===== config.mk =====
export PLATFORM = sky130hd
export DESIGN_NAME = decode_family_queue
export DESIGN_NICKNAME = d
export VERILOG_FILES = /design/src/rtl/decode_family_queue.sv
export SDC_FILE = /design/constraint.sdc
export NUM_CORES = 1
export LEC_CHECK = 0
export BUFFER_PORTS_ARGS = -buffer_cell sky130_fd_sc_hd__buf_4
export CAP_MARGIN = 20
export CORE_MARGIN = 2
export CORE_UTILIZATION = 45
export CTS_CLUSTER_DIAMETER = 200
export CTS_CLUSTER_SIZE = 28
export DETAILED_ROUTE_END_ITERATION = 16
export PLACE_DENSITY = 0.66
export SETUP_SLACK_MARGIN = 0.2
export SYNTH_ARGS = -nofsm -noshare
export SYNTH_HDL_FRONTEND = slang
export SYNTH_SLANG_ARGS = --single-unit

===== constraint.sdc =====
create_clock -name clk -period 4.3 [get_ports clk]
set_input_delay 0.43 -clock clk [delete_from_list [all_inputs] [get_ports clk]]
set_output_delay 0.43 -clock clk [all_outputs]
set_load 0.1 [all_outputs]

===== src/rtl/decode_family_queue.sv =====
// Classifies ARMv4 instructions into decode families and buffers them, with the
// decoded family, in a DEPTH-entry valid/ready FIFO. Also keeps a saturating
// count of undefined/unsupported pushes.
module decode_family_queue #(
    parameter int DEPTH     = 4,
    parameter int COPROC_EN = 1,
    parameter int CNT_W     = 16,
    localparam int FW       = (COPROC_EN != 0) ? 20 : 16
) (
    input  logic             clk,
    input  logic             rst_n,
    input  logic             flush,
    input  logic             in_valid,
    output logic             in_ready,
    input  logic [31:0]      in_ir,
    output logic             out_valid,
    input  logic             out_ready,
    output logic [31:0]      out_ir,
    output logic [FW-1:0]    out_f_signals,
    output logic [4:0]       out_f_num,
    output logic             out_none,
    output logic [CNT_W-1:0] undef_count
);
    localparam int AW = $clog2(DEPTH);

    logic [31:0]      irMem_q   [DEPTH];
    logic [4:0]       numMem_q  [DEPTH];
    logic             noneMem_q [DEPTH];
    logic [AW-1:0]    rdPtr_q, rdPtr_d;
    logic [AW-1:0]    wrPtr_q, wrPtr_d;
    logic [AW:0]      count_q, count_d;
    logic [CNT_W-1:0] undef_q, undef_d;

    logic [4:0] decNum;
    logic       decNone;
    logic       push, pop;

    // First-match family decode keyed on bits[27:25].
    always_comb begin
        decNum  = 5'd0;
        decNone = 1'b0;
        case (in_ir[27:25])
            3'b000: begin
                if (in_ir[24:22] == 3'b000 && in_ir[7:4] == 4'b1001)
                    decNum = 5'd3;
                else if (in_ir[24:23] == 2'b01 && in_ir[7:4] == 4'b1001)
                    decNum = 5'd4;
                else if (in_ir[24:23] == 2'b10 && in_ir[21:20] == 2'b00)
                    decNum = (in_ir[7:4] == 4'b1001) ? 5'd12 : 5'd5;
                else if (in_ir[24:23] == 2'b10 && in_ir[21:20] == 2'b10 && !in_ir[4])
                    decNum = 5'd7;
                else if (!in_ir[4])
                    decNum = 5'd1;
                else if (!in_ir[7])
                    decNum = 5'd2;
                else
                    decNum = in_ir[22] ? 5'd10 : 5'd11;
            end
            3'b001:  decNum = (in_ir[24:23] == 2'b10 && in_ir[21:20] == 2'b10) ? 5'd6 : 5'd0;
            3'b010:  decNum = 5'd8;
            3'b011:  decNum = in_ir[4] ? 5'd15 : 5'd9;
            3'b100:  decNum = 5'd13;
            3'b101:  decNum = 5'd14;
            3'b110: begin
                if (COPROC_EN != 0) decNum = 5'd18;
                else                decNone = 1'b1;
            end
            default: begin
                if (COPROC_EN == 0) decNone = 1'b1;
                else if (in_ir[24]) decNum = 5'd19;
                else if (!in_ir[4]) decNum = 5'd16;
                else                decNum = 5'd17;
            end
        endcase
    end

    assign in_ready  = (count_q != (AW+1)'(DEPTH));
    assign out_valid = (count_q != '0);
    assign push      = in_valid & in_ready & ~flush;
    assign pop       = out_valid & out_ready & ~flush;

    assign out_ir        = irMem_q[rdPtr_q];
    assign out_f_num     = numMem_q[rdPtr_q];
    assign out_none      = noneMem_q[rdPtr_q];
    assign out_f_signals = noneMem_q[rdPtr_q] ? '0 : (FW'(1) << numMem_q[rdPtr_q]);
    assign undef_count   = undef_q;

    always_comb begin
        rdPtr_d = rdPtr_q;
        wrPtr_d = wrPtr_q;
        count_d = count_q;
        undef_d = undef_q;
        if (flush) begin
            rdPtr_d = '0;
            wrPtr_d = '0;
            count_d = '0;
        end else begin
            if (push) wrPtr_d = wrPtr_q + AW'(1);
            if (pop)  rdPtr_d = rdPtr_q + AW'(1);
            if (push && !pop)      count_d = count_q + (AW+1)'(1);
            else if (pop && !push) count_d = count_q - (AW+1)'(1);
        end
        if (push && (decNone || decNum == 5'd15) && undef_q != '1)
            undef_d = undef_q + CNT_W'(1);
    end

    always_ff @(posedge clk) begin
        if (!rst_n) begin
            rdPtr_q <= '0;
            wrPtr_q <= '0;
            count_q <= '0;
            undef_q <= '0;
        end else begin
            rdPtr_q <= rdPtr_d;
            wrPtr_q <= wrPtr_d;
            count_q <= count_d;
            undef_q <= undef_d;
        end
    end

    // Storage is deliberately left unreset; out_valid masks stale entries.
    always_ff @(posedge clk) begin
        if (rst_n && push) begin
            irMem_q[wrPtr_q]   <= in_ir;
            numMem_q[wrPtr_q]  <= decNum;
            noneMem_q[wrPtr_q] <= decNone;
        end
    end
endmodule


==> qor.yml, run 1 <==
logic_synthesis:
  ys_top_cells_by_area: "edfxtp_1 63%, mux4_2 12%, dfxtp_1 7.1%, nor2_1 1.4%, o31ai_1 1.2%"
  synth_fp_nets: 463
  ys.warnings.count: 0
  synth_cell_type_count: 49
  synth-edff-count: 148
  synth_top_cell_by_area: "edfxtp_1"
  synth-seq-cells: 173
  async_flop_share_pct: 0
  syn_inst: 419
  synth_flop_cell: "edfxtp_1"
  synthDominantCellAreaShare_pct: 63.2
  ys_seq_area_share_pct: 70.3
  avgSynthCellArea_um2: 16.8
  netlist_area_um2: 7030
global_routing:
  grt_use_total_pct: 17.5
  antenna_found_initial: 0
  grt_pass1_vias: 4150
  grt-ovfl-total: 0
  grt_pass1_wl_um: 21800
  grt_max_degree: 38
critical_path:
  crit_chain: "buf_4, mux4_2, or2_2, or2_2, nor2_1, buf_4"
  crit_fanout: 19
  critPathTopFamily: "simple AND/OR/NAND/NOR gates"
  start_kind: "flop"
  cpPeakStageDelay_ps: 600
  crit_buf_inv: 2
  r2r_end: "count_q[2]"
  crit_slowest_cell: "mux4_2"
  reg2reg_from: "count_q[0]"
  critPathArrivalTime_ps: 2800
  r2r_slack_ps: 2000
  reg2regPathDepth: 9
  end_kind: "output port"
  required_ps: 3870
  critical_path_class: "flop to output port"
worst_hold_path:
  holdCritPathClass: "input pin to flop"
  min_to: "irMem_q[0][28]"
  worstHoldStart: "in_ir[28]"
  hold-path-cell-count: 1
die:
  die_area_um2: 16600
  die_h_um: 129
  die_w_um: 129
  ioPinCount: 113
  rows: 45
  coreArea_um2: 15300
  initial_core_util_pct: 46.1
cells_and_area:
  areaGrowthSynthToFinish_pct: 24.0
  drive_above_1_share_pct: 36.2
  num_antenna_cells: 0
  fin_nets: 578
timing:
  hold_viol_final: 0
  skew_ps: 6.99
  setup_viol_count_final: 0
  drv_slew: 0
  clock.fmax_mhz: 309
  fin_ws_ps: 1070
  min_period_ps: 3230
  min_period_over_period_pct: 75.2
  rsz0062_at_grt: "false"
  tightest_slew_ps: 1050
  final.setup.tns_ps: 0
  timing.slew.headroom_pct: 29.7
cts:
  cts_resized: 0
  cts_tree: "built"
  cts_setup_buffers: 0
  numCtsBuffers: 17
  cts_hold_buffers: 0
  cts_max_level: 4
  cts_max_path_buffers: 2
  cts_root_buf: "clkbuf_16"
  clock_sinks: 173
  clk_latency_ps: 420
  cts.clk_slew.worst_paths_ps: 70
detailed_routing:
  top_layer_used: "met4"
  totalWireLength_um: 13900
  drcViolationCount: 0
  routed-via-count: 4073
  wl_met2_um: 7030
  wl_met3_um: 695
  vias_per_cell: 5.37
  ant_nets: 0
  wl_per_cell_um: 18.4
  wl_met1_um: 6010
  drtIter0Drc: 303
  dr.pass1.iters: 5
power:
  power.static_leakage_nw: 2.96
  max-vdd-ir-drop_mv: 0.287
  power_w: 0.00375
  power_per_cell_area_nw_per_um2: 430
placed_design:
  place_ws_ps: 1490
  dp_hpwl_um: 8740
  place_congestion: 0.792
  io_buffers: 111
outcome:
  outcome: "finished, final reports clean"
run:
  cap_violations: 0
registers in the layout (all words and copies together), names as in the netlist, named ones only:
signal / cells
count_q: 3
irMem_q: 128
numMem_q: 20
rdPtr_q: 2
undef_count: 16
wrPtr_q: 2
where the power goes:
part	total (W)	switching (W)	internal, W
sequential	0.00185	0.00000572	0.00184
combinational	0.000303	0.000222	0.0000808
clock	0.00160	0.000626	0.000970
area by class of cell:
| cell class | instances | area (um^2) |
|---|---|---|
| repair buffers | 116 | 871 |
| clock buffers | 17 | 425 |
| fillers | 1195 | 6540 |
| flip-flops and latches | 173 | 4950 |
| well taps | 211 | 264 |
| clock inverters | 15 | 195 |
| multi-input cells | 217 | 1980 |
| inverters | 9 | 33.8 |
logic make-up after synthesis:
family	count (synthesis)	synth area share (%)
fa+ha+maj	7	1.35
mux	42	12.6
buf+inv	29	1.67
simple gates	121	9.43
flops	173	70.3
xor+xnor	5	0.623
other cells	1	0.0533
compound gates	41	3.95
metal layers:
metal | vias to the layer above | track usage, %
met2 | 108 | 29.1
met3 | 16 | 4.82
met5 | - | 0
met1 | 2055 | 22.3
met4 | 0 | 5.69
li1 | 1894 | -
synthesized netlist by cell type, types with 2 or more instances:
| cell type | number |
|---|---|
| nand4_1 | 5 |
| a21oi_1 | 14 |
| and3_1 | 2 |
| nand2b_1 | 11 |
| o311ai_0 | 2 |
| mux2i_1 | 5 |
| nor4_1 | 3 |
| edfxtp_1 | 148 |
| ha_1 | 6 |
| inv_1 | 9 |
| and2_1 | 8 |
| dfxtp_1 | 25 |
| o31ai_1 | 11 |
| nand2_1 | 19 |
| a221oi_1 | 2 |
| or3_1 | 4 |
| or4_1 | 10 |
| or2_2 | 2 |
| or3b_2 | 2 |
| nor2_1 | 27 |
| clkbuf_1 | 11 |
| mux4_2 | 37 |
| buf_2 | 4 |
| nor3_1 | 9 |
| nand3_1 | 8 |
| nor2b_1 | 5 |
| o211ai_1 | 2 |
| xor2_1 | 3 |
| xnor2_1 | 2 |
| buf_1 | 4 |
placed cells by master (no fill, tap or decap), types with 8 or more instances in the layout:
cell	netlist	routed
edfxtp_1	148	148
buf_4	1	116
mux4_2	37	37
nor2_1	27	27
dfxtp_1	25	23
nand2_1	19	19
clkbuf_16	0	17
a21oi_1	14	14
nand2b_1	11	11
o31ai_1	11	11
or4_1	10	10
inv_1	9	9
nand3_1	8	8
worst max-delay path by stage:
stage | endpoint | slack, ps | cells past startpoint
2_1_floorplan | out_f_signals[12] | 5 | 5
3_3_place_gp | out_f_signals[7] | 1530 | 6
3_5_place_dp | out_f_signals[7] | 1490 | 6
4_1_cts | out_f_signals[7] | 1030 | 6
5_1_grt | out_f_signals[5] | 910 | 6
6_report | out_f_signals[7] | 1070 | 6
per-stage QoR:
stage,cells,hold slack [ps],cell area (um^2),utilization (%)
after floorplan,419,462,7040,-
after global placement,726,473,8100,53.1
after detailed placement,726,489,8100,53.1
after CTS,758,186,8720,57.1
after global routing,758,188,8720,57.1
final,758,206,8720,57.1
No activity file was read; power rests on OpenSTA's default activity.
==> inputs of run 2 (changes only) <==
==> constraint.sdc (replaced) <==
create_clock -name clk -period 3.1 [get_ports clk]
set_input_delay 0.31 -clock clk [delete_from_list [all_inputs] [get_ports clk]]
set_output_delay 0.31 -clock clk [all_outputs]
set_load 0.1 [all_outputs]
==> run 2 against run 1 <==
  * Sequential cell count unchanged
  * First-iteration DRC count increased by 19%
  * Core utilization increased by 0.95 points
  * Worst setup slack got worse by 710 ps
  * Sequential power increased by 38%
  * Count of clock-buffer cells in the layout increased by 2
  * Critical path type unchanged
  * Final area increased by 1.7%
  * Die area unchanged
  * Largest cell class unchanged
  * Clock power increased by 22%
  * Critical path depth decreased by 1
  * Via count increased by 1.9%
==> qor.yml, run 2 (synthesized netlist as in run 1, its figures left out) <==
cells_and_area:
  drive_above_1_share_pct: 38.9
  layout_commonest_cell: "edfxtp_1"
  largest_register_ffs: 128
  areaGrowthSynthToFinish_pct: 26.1
  final_cell_mix: "148 x edfxtp_1, 116 x buf_4, 37 x mux4_2"
  fin_nets: 583
  final_cells: 761
  regMostFlops: "irMem_q"
  num_antenna_cells: 0
  fin_area_um2: 8860
  fin_util_pct: 58.1
cts:
  cts_max_path_buffers: 2
  clk_latency_ps: 430
  cts_hold_buffers: 0
  numCtsBuffers: 17
  clock_sinks: 173
  cts_tree: "built"
  cts.clk_slew.worst_paths_ps: 60
  cts_max_level: 4
  cts_root_buf: "clkbuf_16"
die:
  die_h_um: 129
  rows: 45
  ioPinCount: 113
  coreArea_um2: 15300
  die_area_um2: 16600
  initial_core_util_pct: 46.1
  die_w_um: 129
timing:
  rsz0062_at_grt: "false"
  clock.fmax_mhz: 365
  timing.slew.headroom_pct: 60.4
  skew_ps: 8.47
  fin_ws_ps: 358
  min_period_ps: 2740
  tightest_slew_ps: 590
  final.setup.tns_ps: 0
  drv_slew: 0
  setup_viol_count_final: 0
  min_period_over_period_pct: 88.4
  hold_viol_final: 0
critical_path:
  crit_buf_inv: 1
  crit_chain: "mux4_2, or2_4, or2_2, nor2_4, buf_6"
  critPathTopFamily: "simple AND/OR/NAND/NOR gates"
  critPathArrivalTime_ps: 2430
  end_kind: "output port"
  critical_path_class: "flop to output port"
  required_ps: 2790
  start_kind: "flop"
  cpPeakStageDelay_ps: 560
  crit_fanout: 7
  crit_slowest_cell: "mux4_2"
outcome:
  outcome: "finished, final reports clean"
placed_design:
  place_ws_ps: 426
  io_buffers: 111
  place_congestion: 0.785
  dp_cells: 730
  dpl_cell_area_um2: 8310
  dp_hpwl_um: 8970
worst_hold_path:
  holdCritPathClass: "input pin to flop"
power:
  max-vdd-ir-drop_mv: 0.427
  power_per_cell_area_nw_per_um2: 559
  power.static_leakage_nw: 3.00
global_routing:
  grt_pass1_wl_um: 21700
  antenna_found_initial: 0
  grt_max_degree: 38
  grt-ovfl-total: 0
  grt_pass1_vias: 4121
  grt_use_total_pct: 17.5
detailed_routing:
  routed-via-count: 4150
  ant_nets: 0
  wl_per_cell_um: 18.3
  dr.pass1.iters: 4
  drtIter0Drc: 360
  totalWireLength_um: 13900
  vias_per_cell: 5.45
  drcViolationCount: 0
run:
  cap_violations: 0
==> run 2: cell count changes in the layout (fill, tap and decap cells not counted), moves of 3 or more <==
| cell | change |
|---|---|
| clkinv_1 | +4 |
| nor2_4 | +9 |
| nor2_1 | -14 |
| nor3_4 | +6 |
| buf_12 | +3 |
| clkinvlp_4 | -4 |
| nor2_2 | +5 |
| nor3_1 | -4 |
==> run 2: where the power goes <==
part	leakage (nW)	switching, W	internal [W]	total (W)
clock	0.260	0.000800	0.00116	0.00196
sequential	1.54	0.00000845	0.00255	0.00256
combinational	1.19	0.000317	0.000118	0.000435
total	3.00	0.00113	0.00383	0.00495
==> run 2: area by class of cell <==
type | count | area, um^2
flip-flops and latches | 173 | 4950
repair buffers | 121 | 953
multi-input cells | 217 | 2120
clock inverters | 11 | 103
clock buffers | 19 | 433
fillers | 1181 | 6390
inverters | 9 | 33.8
well taps | 211 | 264
==> run 2: worst register-to-register path: stages (launching register included) <==
cell     delay [ps]
dfxtp_1         410
or3b_2          190
nand2_1         120
nor2_1          270
ha_1            260
inv_1            70
fa_1            370
xor2_1          160
or3_1           310
a21oi_1         140
==> run 2: stage by stage <==
stage | hold WS [ps] | power, W
after global placement | 476 | 0.00304
after detailed placement | 487 | 0.00305
after global routing | 70.3 | 0.00512
final | 82.3 | 0.00495
after CTS | 66.9 | 0.00500
after floorplan | 409 | 0.00292
==> run 2: timing repair <==
| action | CTS | global route |
|---|---|---|
| pin swaps | 0 | 0 |
| setup buffers | 1 | 0 |
| gates resized for setup | 4 | 1 |
| endpoints found under the setup margin | 12 | 2 |
| hold endpoints to repair | 0 | 0 |
==> run 2: final timing paths <==
check | start | end | slack (ps) | depth (start not counted)
worst min-delay path | in_ir[18] | irMem_q[3][18] | 80 | 1
worst max register to register | count_q[0] | count_q[2] | 740 | 9
worst max-delay path | flop | out_f_signals[5] | 360 | 5
worst min register to register | wrPtr_q[1] | wrPtr_q[1] | 500 | 2
==> run 2: routing by layer <==
metal  up-vias  routed length, um  global-route usage (%)  part of all wire [%]
li1       1916                  -                       -                     -
met1      2089               5860                    22.7                    42
met2       125               6950                    28.4                    50
met3        20                852                    5.03                   6.1
met4         0                238                    6.59                   1.7
met5         -                  0                       0                     0
